## config.mk

```make
export PLATFORM = sky130hd
export DESIGN_NAME = hazard_ctrl
export DESIGN_NICKNAME = d
export VERILOG_FILES = /design/src/rtl/pipe_pkg.sv /design/src/rtl/hazard_ctrl_fwd_select.sv /design/src/rtl/hazard_ctrl.sv
export SDC_FILE = /design/constraint.sdc
export NUM_CORES = 1
export LEC_CHECK = 0
export ABC_CLOCK_PERIOD_IN_PS = 2400
export CAP_MARGIN = 0
export CORE_MARGIN = 2
export CORE_UTILIZATION = 45
export CTS_CLUSTER_SIZE = 24
export DETAILED_ROUTE_END_ITERATION = 7
export PLACE_DENSITY = 0.74
export SLEW_MARGIN = 20
export SYNTH_ARGS = -nofsm -noshare
export SYNTH_HDL_FRONTEND = slang
export SYNTH_SLANG_ARGS = --single-unit
```

## constraint.sdc

```tcl
create_clock -name clk -period 2.4 [get_ports clk]
set_input_delay 0.48 -clock clk [delete_from_list [all_inputs] [get_ports clk]]
set_output_delay 0.48 -clock clk [all_outputs]
set_load 0.01 [all_outputs]
```

## src/rtl/pipe_pkg.sv

```systemverilog
// Shared types and constants for the pipeline hazard/forwarding logic.
// Scoreboard rd fields are held at a fixed width; narrower register addresses are zero-extended.
package pipe_pkg;

    localparam int SB_RD_W = 8;

    localparam logic [1:0] FWD_RF    = 2'b00;
    localparam logic [1:0] FWD_EXMEM = 2'b01;
    localparam logic [1:0] FWD_MEMWB = 2'b10;

    typedef enum logic [1:0] {
        RUN   = 2'd0,
        STALL = 2'd1,
        FLUSH = 2'd2
    } hz_state_t;

    typedef struct packed {
        logic               v;
        logic               wr;
        logic [SB_RD_W-1:0] rd;
        logic               ld;
    } sb_entry_t;

endpackage

```

## src/rtl/hazard_ctrl_fwd_select.sv

```systemverilog
// Operand forwarding select: compares one ID source against the EX and MEM scoreboard entries.
// The youngest producer wins; a load in EX cannot forward, and register 0 never forwards.
module fwd_select
    import pipe_pkg::*;
(
    input  logic [SB_RD_W-1:0] src_i,
    input  sb_entry_t          e_i,
    input  sb_entry_t          m_i,
    output logic [1:0]         sel_o
);

    always_comb begin
        sel_o = FWD_RF;
        if (src_i != '0) begin
            if (e_i.v && e_i.wr && !e_i.ld && (e_i.rd == src_i)) begin
                sel_o = FWD_EXMEM;
            end else if (m_i.v && m_i.wr && (m_i.rd == src_i)) begin
                sel_o = FWD_MEMWB;
            end
        end
    end

endmodule

```

## src/rtl/hazard_ctrl.sv

```systemverilog
// Load-use stall, taken-branch flush and registered EX forwarding selects for the 5-stage pipe.
// Only the EX and MEM scoreboard slots feed a decision, so nothing older is kept.
module hazard_ctrl
    import pipe_pkg::*;
#(
    parameter int REG_AW   = 5,
    parameter int LOAD_LAT = 1,
    parameter int BR_FLUSH = 1
) (
    input  logic              clk,
    input  logic              rst_n,
    input  logic              id_valid,
    input  logic [REG_AW-1:0] id_rs,
    input  logic [REG_AW-1:0] id_rt,
    input  logic              id_use_rs,
    input  logic              id_use_rt,
    input  logic              id_wr,
    input  logic [REG_AW-1:0] id_rd,
    input  logic              id_is_load,
    input  logic              br_taken,
    output logic              stall_if,
    output logic              bubble_ex,
    output logic              flush,
    output logic [1:0]        fwd_a,
    output logic [1:0]        fwd_b,
    output logic [1:0]        state
);

    localparam logic [1:0] LD_CNT = 2'(LOAD_LAT - 1);
    localparam logic [1:0] BR_CNT = 2'(BR_FLUSH - 1);

    hz_state_t          state_q, state_d;
    logic [1:0]         cnt_q, cnt_d;
    sb_entry_t          e_q, e_d, m_q;
    logic [1:0]         fwd_a_q, fwd_a_d, fwd_b_q, fwd_b_d;
    logic [1:0]         sel_a, sel_b;
    logic [SB_RD_W-1:0] rs_x, rt_x, rd_x;
    logic               hz, issue;

    assign rs_x = SB_RD_W'(id_rs);
    assign rt_x = SB_RD_W'(id_rt);
    assign rd_x = SB_RD_W'(id_rd);

    assign hz = id_valid && e_q.v && e_q.wr && e_q.ld && (e_q.rd != '0) &&
                ((id_use_rs && (rs_x == e_q.rd)) || (id_use_rt && (rt_x == e_q.rd)));

    fwd_select u_fwd_rs (.src_i(rs_x), .e_i(e_q), .m_i(m_q), .sel_o(sel_a));
    fwd_select u_fwd_rt (.src_i(rt_x), .e_i(e_q), .m_i(m_q), .sel_o(sel_b));

    // The first stall cycle is spent in RUN, so STALL covers the remaining LOAD_LAT-1 cycles.
    always_comb begin
        state_d   = state_q;
        cnt_d     = cnt_q;
        stall_if  = 1'b0;
        bubble_ex = 1'b0;
        flush     = 1'b0;
        case (state_q)
            RUN: begin
                if (br_taken) begin
                    state_d = FLUSH;
                    cnt_d   = BR_CNT;
                end else if (hz) begin
                    stall_if  = 1'b1;
                    bubble_ex = 1'b1;
                    if (LOAD_LAT > 1) begin
                        state_d = STALL;
                        cnt_d   = LD_CNT;
                    end
                end
            end
            STALL: begin
                if (br_taken) begin
                    state_d = FLUSH;
                    cnt_d   = BR_CNT;
                end else begin
                    stall_if  = id_valid;
                    bubble_ex = id_valid;
                    if (cnt_q <= 2'd1) begin
                        state_d = RUN;
                        cnt_d   = '0;
                    end else begin
                        cnt_d = cnt_q - 2'd1;
                    end
                end
            end
            FLUSH: begin
                flush = 1'b1;
                if (br_taken) begin
                    cnt_d = BR_CNT;
                end else if (cnt_q == '0) begin
                    state_d = RUN;
                end else begin
                    cnt_d = cnt_q - 2'd1;
                end
            end
            default: begin
                state_d = RUN;
                cnt_d   = '0;
            end
        endcase
    end

    // A taken branch squashes the ID instruction, so it never enters E.
    assign issue = id_valid && !stall_if && !flush && !br_taken;

    always_comb begin
        e_d     = '0;
        fwd_a_d = FWD_RF;
        fwd_b_d = FWD_RF;
        if (issue) begin
            e_d.v   = 1'b1;
            e_d.wr  = id_wr;
            e_d.rd  = rd_x;
            e_d.ld  = id_is_load;
            fwd_a_d = sel_a;
            fwd_b_d = sel_b;
        end
    end

    always_ff @(posedge clk or negedge rst_n) begin
        if (!rst_n) begin
            state_q <= RUN;
            cnt_q   <= '0;
            e_q     <= '0;
            m_q     <= '0;
            fwd_a_q <= FWD_RF;
            fwd_b_q <= FWD_RF;
        end else begin
            state_q <= state_d;
            cnt_q   <= cnt_d;
            e_q     <= e_d;
            m_q     <= e_q;
            fwd_a_q <= fwd_a_d;
            fwd_b_q <= fwd_b_d;
        end
    end

    assign fwd_a = fwd_a_q;
    assign fwd_b = fwd_b_q;
    assign state = state_q;

endmodule

```

### Word level (Yosys, flattened, before mapping)

Index checks and enable logic that the tools add are counted.

* $add $sub $neg: 1
* order comparisons: 1
* equal/unequal tests: 13
* mux-type cells: 26
* reductions and logical operators: 29

Operators with widths (number)
* 2-to-1 mux 2 bit: 18
* equality test 8 x 5 -> 1 bit: 4
* nonzero test 8 bit: 3
* logical AND 1 bit: 17
* equality test 5 x 8 -> 1 bit: 2
* one-hot mux 2 bit (3 select lines): 2
* 2-to-1 mux 11 bit: 1
* inequality test 2 bit (second input constant): 3
* inequality test 3 bit (second input constant): 2
* logical NOT 1 bit: 4
* logical NOT 2 bit: 2
* 2-to-1 mux 1 bit: 4
* AND reduction 4 bit: 1
* equality test 2 x 1 -> 1 bit (second input constant): 1
* equality test 2 bit (second input constant): 1
* less-or-equal comparator 2 x 1 -> 1 bit (second input constant): 1
* one-hot mux 1 bit (2 select lines): 1
* AND reduction 2 bit: 1
* subtractor 2 x 1 -> 2 bit (second input constant): 1
* logical OR 1 bit: 1

* bits in registers: 29
* output and inout port bits: 9

### Depth between registers and ports, before layout

Gate-level depths: netlist of run 1.

* depth after elaboration: 13
* mapped depth: 5

### Hierarchy

From an unflattened synthesis of run 1, not the netlist that was laid out.

* cell total of the unflattened synthesis: 141
* area, all modules: 1405.1 µm²

By module, submodules not included
* hazard_ctrl: instances 1, cells each 83, area an instance 952.2 µm², sequential area each 575.6 µm²
* fwd_select: instances 2, cells each 29, area an instance 226.5 µm², sequential area each 0.0 µm²

### Least setup slack after synthesis of run 1

No wires, ideal clock.

* path kind: input port to output port
* start: in br_taken
* end: out stall_if
* arrival time: 1732 ps
* path slack: 188 ps
* stages: 5
* path buffers: 1
* cell sequence: nor3b_2 -> o2111ai_2 -> nor4b_2 -> or2_2 -> buf_4

* longest elaborated chain between the ends: 2

Ends and longest elaborated chain
* start, declared: line hazard_ctrl.sv:20 `input logic br_taken,`
* 2-to-1 mux 1 bit (on tied branches)
* one-hot mux 1 bit (2 select lines) *
* end, declared: line hazard_ctrl.sv:21 `output logic stall_if,`

Every way passes the cells marked *; elsewhere a longest branch is shown, timed or not.

### Final worst setup path of run 1

* start: reg e_q[5] in the netlist's numbering
* end: out bubble_ex

* longest elaborated chain between the ends: 7

Ends and longest elaborated chain
* start, declared: line hazard_ctrl.sv:34 `sb_entry_t e_q, e_d, m_q;`
* start signal, assigned: line hazard_ctrl.sv:124 `e_q <= '0;`
* start signal, assigned: line hazard_ctrl.sv:131 `e_q <= e_d;`
* equality test 5 x 8 -> 1 bit: line hazard_ctrl.sv:45 `((id_use_rs && (rs_x == e_q.rd)) || (id_use_rt && (rt_x == e_q.rd)));`
* logical AND 1 bit: line hazard_ctrl.sv:45
* logical OR 1 bit: line hazard_ctrl.sv:45
* logical AND 1 bit *: line hazard_ctrl.sv:44 `assign hz = id_valid && e_q.v && e_q.wr && e_q.ld && (e_q.rd != '0) &&`
* 2-to-1 mux 1 bit *: line hazard_ctrl.sv:62 `end else if (hz) begin`
* 2-to-1 mux 1 bit *: line hazard_ctrl.sv:59 `if (br_taken) begin`
* one-hot mux 1 bit (2 select lines) *: line hazard_ctrl.sv:57 `case (state_q)`
* end, declared: line hazard_ctrl.sv:22 `output logic bubble_ex,`

Marked as above.

==> metrics.md, run 1 <==
| Metric | Value |
|---|---|
| Mapped Avg Cell Area | about 11 um2 |
| Power share of the combinational group | 31.7% |
| Worst Skew | around 0.0087 ns |
| FMAX | 412 MHz |
| Final Net Count | slightly below 200 |
| Netlist Area Pre-Place | 0.00113 mm2 |
| Post-DP HPWL | roughly 2100 um |
| Worst EP required | 1.92 ns |
| Failing checks | setup timing |
| Crit path max fanout | 2 |
| WP data arrival | 1.95 ns |
| Fin. Hold Viols | 0 |
| Clock-pin slew on the worst setup and hold paths | 0.11 ns |
| IO Port Bufs | 30 |
| Clock network fraction of total power | 18.3% |
| Pre-antenna DRT Iters | 4 |
| Crit. End Element | output port |
| Netlist cell types | 30 |
| Leak | 0.770 nW |
| Number of H-tree levels | 1 |
| Initial antenna violation count | 0 |
| Final setup margin | -0.0279 ns |
| Die Height | 54.1 um |
| Post-synth ARST share | 100% |
| Initial Util | 46.3% |
| Flop pwr share | 50.0% |
| Final GP Congestion | 0.777 |
| Dpl ws | -0.570 ns |
| Max-slew violation count | 0 |
| Vias in the first global route | between 1,000 and 1,500 |
| Pint | 0.000617 W |
| Aggregate global-route resource usage | 22.3% |
| R2r worst-path depth | 14 |
| CTS Buffer Depth | 2 |
| Final worst path period share | 101% |
| Largest net degree at the start of global routing | 23 |
| Die area | around 0.0029 mm2 |
| Final wirelength | slightly below 3000 um |
| Cell Pwr Density | 487 mW/mm2 |
| Synth warn | 0 |
| 1st-iter DRT viols | 25 |
| Flop and latch count out of synthesis | 22 |
| Sw frac | 27.7% |
| Row cnt | 18 |
| Worst skew pair latency | between 0.2 and 0.3 ns |
| Drt wl/cell | 14.4 um |
| Area growth syn-to-layout | 55.3% |
| Max Cap Violations | 0 |
| CTS Buf Count | 3 |
| Tmin final | between 2 and 2.5 ns |
| DR vias/cell | just over 5 |
| Post-route DRC | 0 |
| ANT cells | 0 |
| Placeable core area | ~0.0024 mm2 |
| Worst setup SP type | flip-flop |
| Seq/Total Area, Yosys | roughly 49% |
| WHS Path Cells | 0 |
| VDD IR-drop max | approximately 380 uV |
| Syn Nets | about 130 |
| Cells after Synth | 107 |
| CTS root buf | clkbuf_4 |
| Share of cells above drive strength 1 | 28.5% |
| TritonCTS clock tree | built |
| Worst hold path type | flip-flop to flip-flop |
| Most frequent cells in the layout | buf_4 (36), clkdlybuf4s50_1 (26), dfrtp_1 (22) |
| Synth Flop Type | dfrtp_1 |
| Vias | just over 1,000 |
| RSZ-0062 raised after global routing | yes |
| Io pins | 32 |
| Cells along the critical path | or4_4 > o2111ai_4 > nor4b_2 > or2_4 > buf_6 |
| Final Power | 0.000853 W |
| Crit-path slowest cell | or4_4 |
| Global-route wire length before repair | 4620 um |
| DRT antenna net count | 0 |
| Sw power | approximately 0.00024 W |
| GRT overflow | 0 |
| Hold-fix buffers, CTS | 0 |
| Critical path class | flip-flop to output port |
| Post-synth EDFFs | 0 |
| Outcome | finished with violations |
| CTS sink count | 22 |
| CP peak stage delay | 0.56 ns |
| Most common cell after layout, fill and taps aside | buf_4 |
| Final setup fails | 2 |
| Die X-Extent | between 50 and 60 um |
-- layer usage --
metal	GRT usage, %	wire [um]	vias up
met5	0	0	-
met1	25.9	1200	488
li1	-	-	498
met2	42.9	1520	47
met4	5.00	16	0
met3	3.06	168	2
-- sequential cells by signal, indices dropped and copies added (netlist names) --
name / count
fwd_a: 2
fwd_b: 2
cnt_q: 2
m_q: 7
e_q: 8
state: 1
-- power groups by stage --
stage	Sequential [W]	Combinational (W)	Clock [W]
3_5_place_dp	0.000432	0.000241	0
3_3_place_gp	0.000430	0.000235	0
4_1_cts	0.000426	0.000266	0.000166
6_report	0.000426	0.000270	0.000156
2_1_floorplan	0.000433	0.000120	0
5_1_grt	0.000430	0.000300	0.000187
-- repair_timing --
action / in CTS / in global routing
setup buffers: 13 / 0
endpoints found under the setup margin: 2 / 2
gates resized for setup: 15 / 1
pin swaps: 6 / 1
-- per-stage QoR --
step	hold WS [ns]	util (%)	setup TNS, ns	cells	area, um2
2_1_floorplan	0.184	-	0	107	1130
3_3_place_gp	0.381	65.9	-0.994	186	1600
3_5_place_dp	0.387	65.9	-1.13	186	1600
4_1_cts	0.415	71.7	-0.0319	202	1740
5_1_grt	0.427	72.0	-0.240	202	1750
6_report	0.409	72.0	-0.0549	202	1750
-- final timing paths --
path | slack, ns | startpoint | to
hold / removal | 0.41 | e_q[10] | m_q[10]
max in group asynchronous | 1.64 | rst_n | e_q[0]
setup / recovery | -0.03 | e_q[5] | bubble_ex
setup reg to reg | 0.19 | state[1] | fwd_b[1]
min in group asynchronous | 0.53 | rst_n | fwd_b[0]
hold reg to reg | 0.41 | e_q[10] | m_q[10]
-- cell usage after synthesis (2+ instances only) --
library cell / instances / area share, %
or2_2: 2 / 1.1
nor3_1: 10 / 4.4
xnor2_1: 17 / 13
a211oi_1: 4 / 2.7
buf_4: 3 / 2.0
dfrtp_1: 22 / 49
inv_1: 4 / 1.3
nor2_1: 6 / 2.0
nand2_1: 10 / 3.3
nor4_1: 3 / 1.7
xor2_1: 4 / 3.1
nand4_1: 4 / 2.2
-- logic make-up (layout without fill, tap and decap cells) --
family	count (synthesis)	after routing	share of synthesized area [%]
AO/OA/AOI/OAI	7	7	5.10
flip-flops	22	22	48.8
AND/OR/NAND/NOR	47	47	24.0
XOR/XNOR	21	21	16.3
adder cells (fa/ha/maj)	1	1	1.11
other	1	1	0.333
buffers and inverters	8	73	4.33
-- critical path: cells and delay by family (launching register included) --
family | cells | cell delay (ns)
AND/OR/NAND/NOR | 3 | 0.91
flip-flops | 1 | 0.39
buffers and inverters | 1 | 0.12
AO/OA/AOI/OAI | 1 | 0.23
-- area by class of cell --
class / instances / area, um2
Fill cell: 198 / 682
Timing Repair Buffer: 66 / 571
Multi-Input combinational cell: 77 / 554
Sequential cell: 22 / 551
Tap cell: 30 / 37.5
Clock buffer: 3 / 22.5
Inverter: 4 / 15.0
Power figures use the tool's default switching activity.
==> run 2, diff against run 1 <==
- ABC_CLOCK_PERIOD_IN_PS: 2400 -> 2570
- clock period: 2.4 -> 2.57 ns (I/O delays scaled with it)
==> metrics.md, run 2 (synthesis results as in run 1) <==
| Metric | Value |
|---|---|
| TritonCTS clock tree | built |
| Largest registers | e_q (8), m_q (7) |
| Final worst path period share | approximately 97% |
| CP peak stage delay | 0.56 ns (about the same) |
| Largest net degree at the start of global routing | 23 (unchanged) |
| Post-DP HPWL | 2010 um (-3.3%) |
| Fin. Hold Viols | 0 (unchanged) |
| FMAX | 400 MHz |
| Worst EP required | 2.06 ns (+0.14 ns) |
| Initial Util | 46.3% (unchanged) |
| Worst skew pair latency | 0.30 ns (about the same) |
| Max-slew violation count | 0 (unchanged) |
| Initial antenna violation count | 0 (unchanged) |
| Placeable core area | 0.00243 mm2 (unchanged) |
| Filler Cells Inserted | 184 (-7.1%) |
| Dpl ws | -0.474 ns (+0.0964 ns) |
| Worst r2r src | e_q[2] |
| CTS Buffer Depth | 2 (unchanged) |
| Drt wl/cell | 13.2 um (-7.9%) |
| CTS root buf | clkbuf_4 |
| Pre-antenna DRT Iters | 4 (unchanged) |
| Final GP Congestion | 0.773 (-0.51%) |
| Critical path class | input port to output port |
| Hold-fix buffers, CTS | 0 (unchanged) |
| Cell Pwr Density | 521 mW/mm2 (+6.9%) |
| Delay-heaviest family, CP | simple AND/OR/NAND/NOR gates |
| Most common cell after layout, fill and taps aside | buf_4 |
| DR vias/cell | 4.97 (-2.9%) |
| Io pins | 32 (unchanged) |
| Die Height | 54.1 um (unchanged) |
| 1st-iter DRT viols | 13 (-48%) |
| DRT antenna net count | 0 (unchanged) |
| Worst setup SP type | input port |
| Worst Skew | 0.0107 ns (+0.00204 ns) |
| Share of cells above drive strength 1 | 25.0% (-3.5 points) |
| GRT overflow | 0 (unchanged) |
| CTS sink count | 22 (unchanged) |
| R2r worst-path depth | 6 (-8) |
| FF+latch area | 551 um2 (unchanged) |
| Die area | 0.00292 mm2 (unchanged) |
| Clock-pin slew on the worst setup and hold paths | 0.13 ns (+0.02 ns) |
| Crit. End Element | output port |
| End of the worst hold path | m_q[10] |
| Top layer in use | met4 |
| Final wirelength | 2570 um (-12%) |
| WHS Path Cells | 0 (unchanged) |
| Max Cap Violations | 0 (unchanged) |
| Area growth syn-to-layout | 51.6% |
| Crit-path slowest cell | clkdlybuf4s50_1 |
| Crit path max fanout | 3 (+1) |
| Worst R2R End | e_q[4] |
| Die X-Extent | 54.1 um (unchanged) |
| Post-route DRC | 0 (unchanged) |
| Area of the multi-input gates | 543 um2 (-2.0%) |
| Vias | 965 (-6.8%) |
| Tmin final | 2.50 ns |
| Metal2 WL | 1310 um (-14%) |
| Cells along the critical path | clkdlybuf4s50_1 > xnor2_1 > nand4_1 > nor4b_2 > or2_4 > buf_6 |
| Outcome | complete, no violations |
| Hold path startpoint | e_q[10] |
| Leak | 0.752 nW (-2.4%) |
| Global-route wire length before repair | 4110 um (-11%) |
| Met3 routed WL | 152 um (-9.5%) |
| WP data arrival | 1.99 ns (+0.04 ns) |
| M1 WL | 1090 um (-9.1%) |
| Top reg by flops | e_q |
| Row cnt | 18 (unchanged) |
| Number of H-tree levels | 1 (unchanged) |
| Aggregate global-route resource usage | 20.2% (-2.2 points) |
| Util after Layout | 70.3% (-1.7 points) |
| IO Port Bufs | 30 (unchanged) |
| Final setup margin | 0.0704 ns (+0.0983 ns) |
| Final Net Count | 189 (-4.5%) |
| Vias in the first global route | 966 (-3.7%) |
| Crit path buffers/inverters | 2 (+1) |
| Worst hold path type | flip-flop to flip-flop |
| Most frequent cells in the layout | buf_4 (27), clkdlybuf4s50_1 (26), dfrtp_1 (22) |
| Flop-to-flop setup slack | 0.79 ns (+0.60 ns) |
| Max reg flops | 8 (unchanged) |
| ANT cells | 0 (unchanged) |
| CTS Buf Count | 3 (unchanged) |
| Final setup fails | 0 (-2) |
| VDD IR-drop max | 402 uV (+5.1%) |
-- run 2: changes by cell type in the layout (fill, tap and decap cells not counted), sizes merged --
cell          delta
buf              -9
bufinv           +1
dlygate4sd2      -2
dlymetal6s2s     +2
-- run 2: worst max-delay path by stage --
stage              from        end  slack (ns)  cells past startpoint
5_1_grt        id_rt[0]  bubble_ex      -0.003                      6
3_5_place_dp   br_taken   stall_if       -0.47                      6
4_1_cts        id_valid   stall_if      -0.007                      6
3_3_place_gp   id_valid   stall_if       -0.39                      6
2_1_floorplan  br_taken   stall_if        0.29                      5
6_report       id_rt[0]  bubble_ex        0.07                      6
-- run 2: cell type report --
cell class	instances	area share [%]
sequential	22	32.2
multi-input combinational	77	31.8
timing repair buffer	57	29.9
tap	30	2.20
clock inverter	1	1.76
clock buffer	3	1.32
inverter	4	0.878
-- run 2: timing repair --
item	4_1_cts	5_1_grt
endpoints found under the setup margin	2	2
resized for setup	10	5
setup buffers	3	1
pin swaps	4	4
-- run 2: per-layer routing --
| metal | track usage, % | vias up |
|---|---|---|
| met1 | 22.4 | 439 |
| met2 | 37.4 | 36 |
| li1 | - | 486 |
| met4 | 7.92 | 0 |
| met5 | 0 | - |
| met3 | 3.89 | 4 |
-- run 2: metrics by stage --
stage	std cells	setup TNS (ns)	power [W]	cell area, um2	hold slack [ns]
CTS	193	-0.0112	0.000901	1680	0.412
finish	194	0	0.000890	1710	0.408
detailed placement	186	-0.941	0.000626	1600	0.381
global placement	186	-0.788	0.000616	1600	0.385
global route	194	-0.00349	0.000941	1710	0.420
floorplan	107	0	0.000517	1130	0.218
-- run 2: worst reg2reg max path, stage by stage (launching register included) --
cell and delay, ns:
dfrtp_1 0.40, or4_4 0.55, o2111ai_2 0.23, buf_4 0.15
nor4_2 0.03, buf_4 0.15, nor3_1 0.19
-- run 2: where the power goes --
group / switching (W) / internal, W
Clock: 0.000103 / 0.000158
Combinational: 0.0000999 / 0.000131
Sequential: 0.0000231 / 0.000376
==> patch, RTL diff (flow settings as in run 1) <==
`REG_AW`: 5 -> 6.
--- a/src/rtl/hazard_ctrl.sv
+++ b/src/rtl/hazard_ctrl.sv
@@ -5,3 +5,3 @@
 #(
-    parameter int REG_AW   = 5,
+    parameter int REG_AW   = 6,
     parameter int LOAD_LAT = 1,
Ports: changed (resized id_rd, id_rs and id_rt); port bits go from 32 to 35. No check against the original RTL was run, so the function may have changed too.
==> patch against run 1 <==
  * Die area is 1.2% higher
  * Sequential cell count is 2 higher
  * Final area is 1.8% lower
  * Power is 1.6% higher
  * Worst hold slack better by 0.0098 ns
  * Non-clock buffer count is 9 lower
  * Synthesized cell count is 2.8% lower
  * Setup slack better by 0.11 ns
  * Register-to-register slack better by 0.35 ns
  * First-iteration DRC count is 48% lower
  * Area after synthesis is 1.3% higher
  * Routed wire length is 7.5% lower
  * Largest cell class is now flip-flops and latches
==> patch: results (changes against run 1) <==
gr-usage-met3_pct: 3.01  # -0.050 points
top_regs: "e_q: 9 flops, m_q: 8 flops"
gp_congestion: 0.958  # +23%
endpoint: "stall_if"
holdPathEnd: "m_q[9]$_DFF_PN0_"
whs_ns: 0.419  # +0.00982 ns
regArea_um2: 602  # +9.3%
hp-start: "e_q[9]$_DFF_PN0_"
slowest_stage: "dfrtp_2"
use_met1_pct: 23.9  # -2.0 points
drive_gt1_share_pct: 23.6  # -4.9 points
internal_power_uw: 632  # +2.5%
synth.distinct_cells: 22  # -27%
use_met2_pct: 39.4  # -3.5 points
cpPeakStageDelay_ns: 0.48  # -0.08 ns
reg2reg_setup_slack_ns: 0.54  # +0.35 ns
cts_resized: 22  # +7
max-vdd-ir-drop_uv: 555  # +45%
wl_met3_um: 110  # -35%
status: "finished, final reports clean"
dp_hpwl_um: 2190  # +5.2%
track_usage_pct: 21.8  # -0.53 points
synth_area_leaders: "dfrtp_1, xor2_1, and3_1"
wl_met2_um: 1470  # -3.3%
cp_max_fo: 4  # +2
dr_total_vias: 950  # -8.2%
ys_seq_area_share_pct: 52.6  # +3.7 points
met1_length_um: 1040  # -13%
syn-instance-count: 104  # -2.8%
p_comb_uw: 238  # -12%
grt_pass1_vias: 1038  # +3.5%
wl_um: 2690  # -7.5%
p_per_area_nw_per_um2: 504  # +3.4%
synthAdderAreaFrac_pct: 1.10  # -0.015 points
crit_start: "e_q[1]$_DFF_PN0_"
r2r_start: "e_q[2]$_DFF_PN0_"
patch: changes by cell type after synthesis, sizes merged, moves of 2 or more:
cell and delta:
nor4b -2, xor2 +16, nor4 +3, dfrtp +2, and3 +8, a211oi -2, xnor2 -12, nand4 -3
nand2 -5, nand3 +4, nor3 -5
patch: final cells by class:
type	count	area share, %
clock buffer	3	1.31
inverter	3	0.801
multi-input combinational	74	31.4
sequential	24	35.0
tap	30	2.18
timing repair buffer	57	29.3
patch: critical path: cells and delay by family, from the launching register on:
kind                      cells  cell delay, ns
DFF                           1            0.48
and+or+nand+nor               2            0.44
AOI/OAI and AO/OA             1            0.27
xor gates and xnor gates      1            0.19
buffers and inverters         2            0.16
patch: logic make-up (layout without fill, tap and decap cells):
logic type,after synthesis,count (layout)
AOI/OAI and AO/OA,3,3
other,1,1
xor gates and xnor gates,25,25
buffers and inverters,6,63
and+or+nand+nor,44,44
DFF,24,24
adders and majority gates,1,1
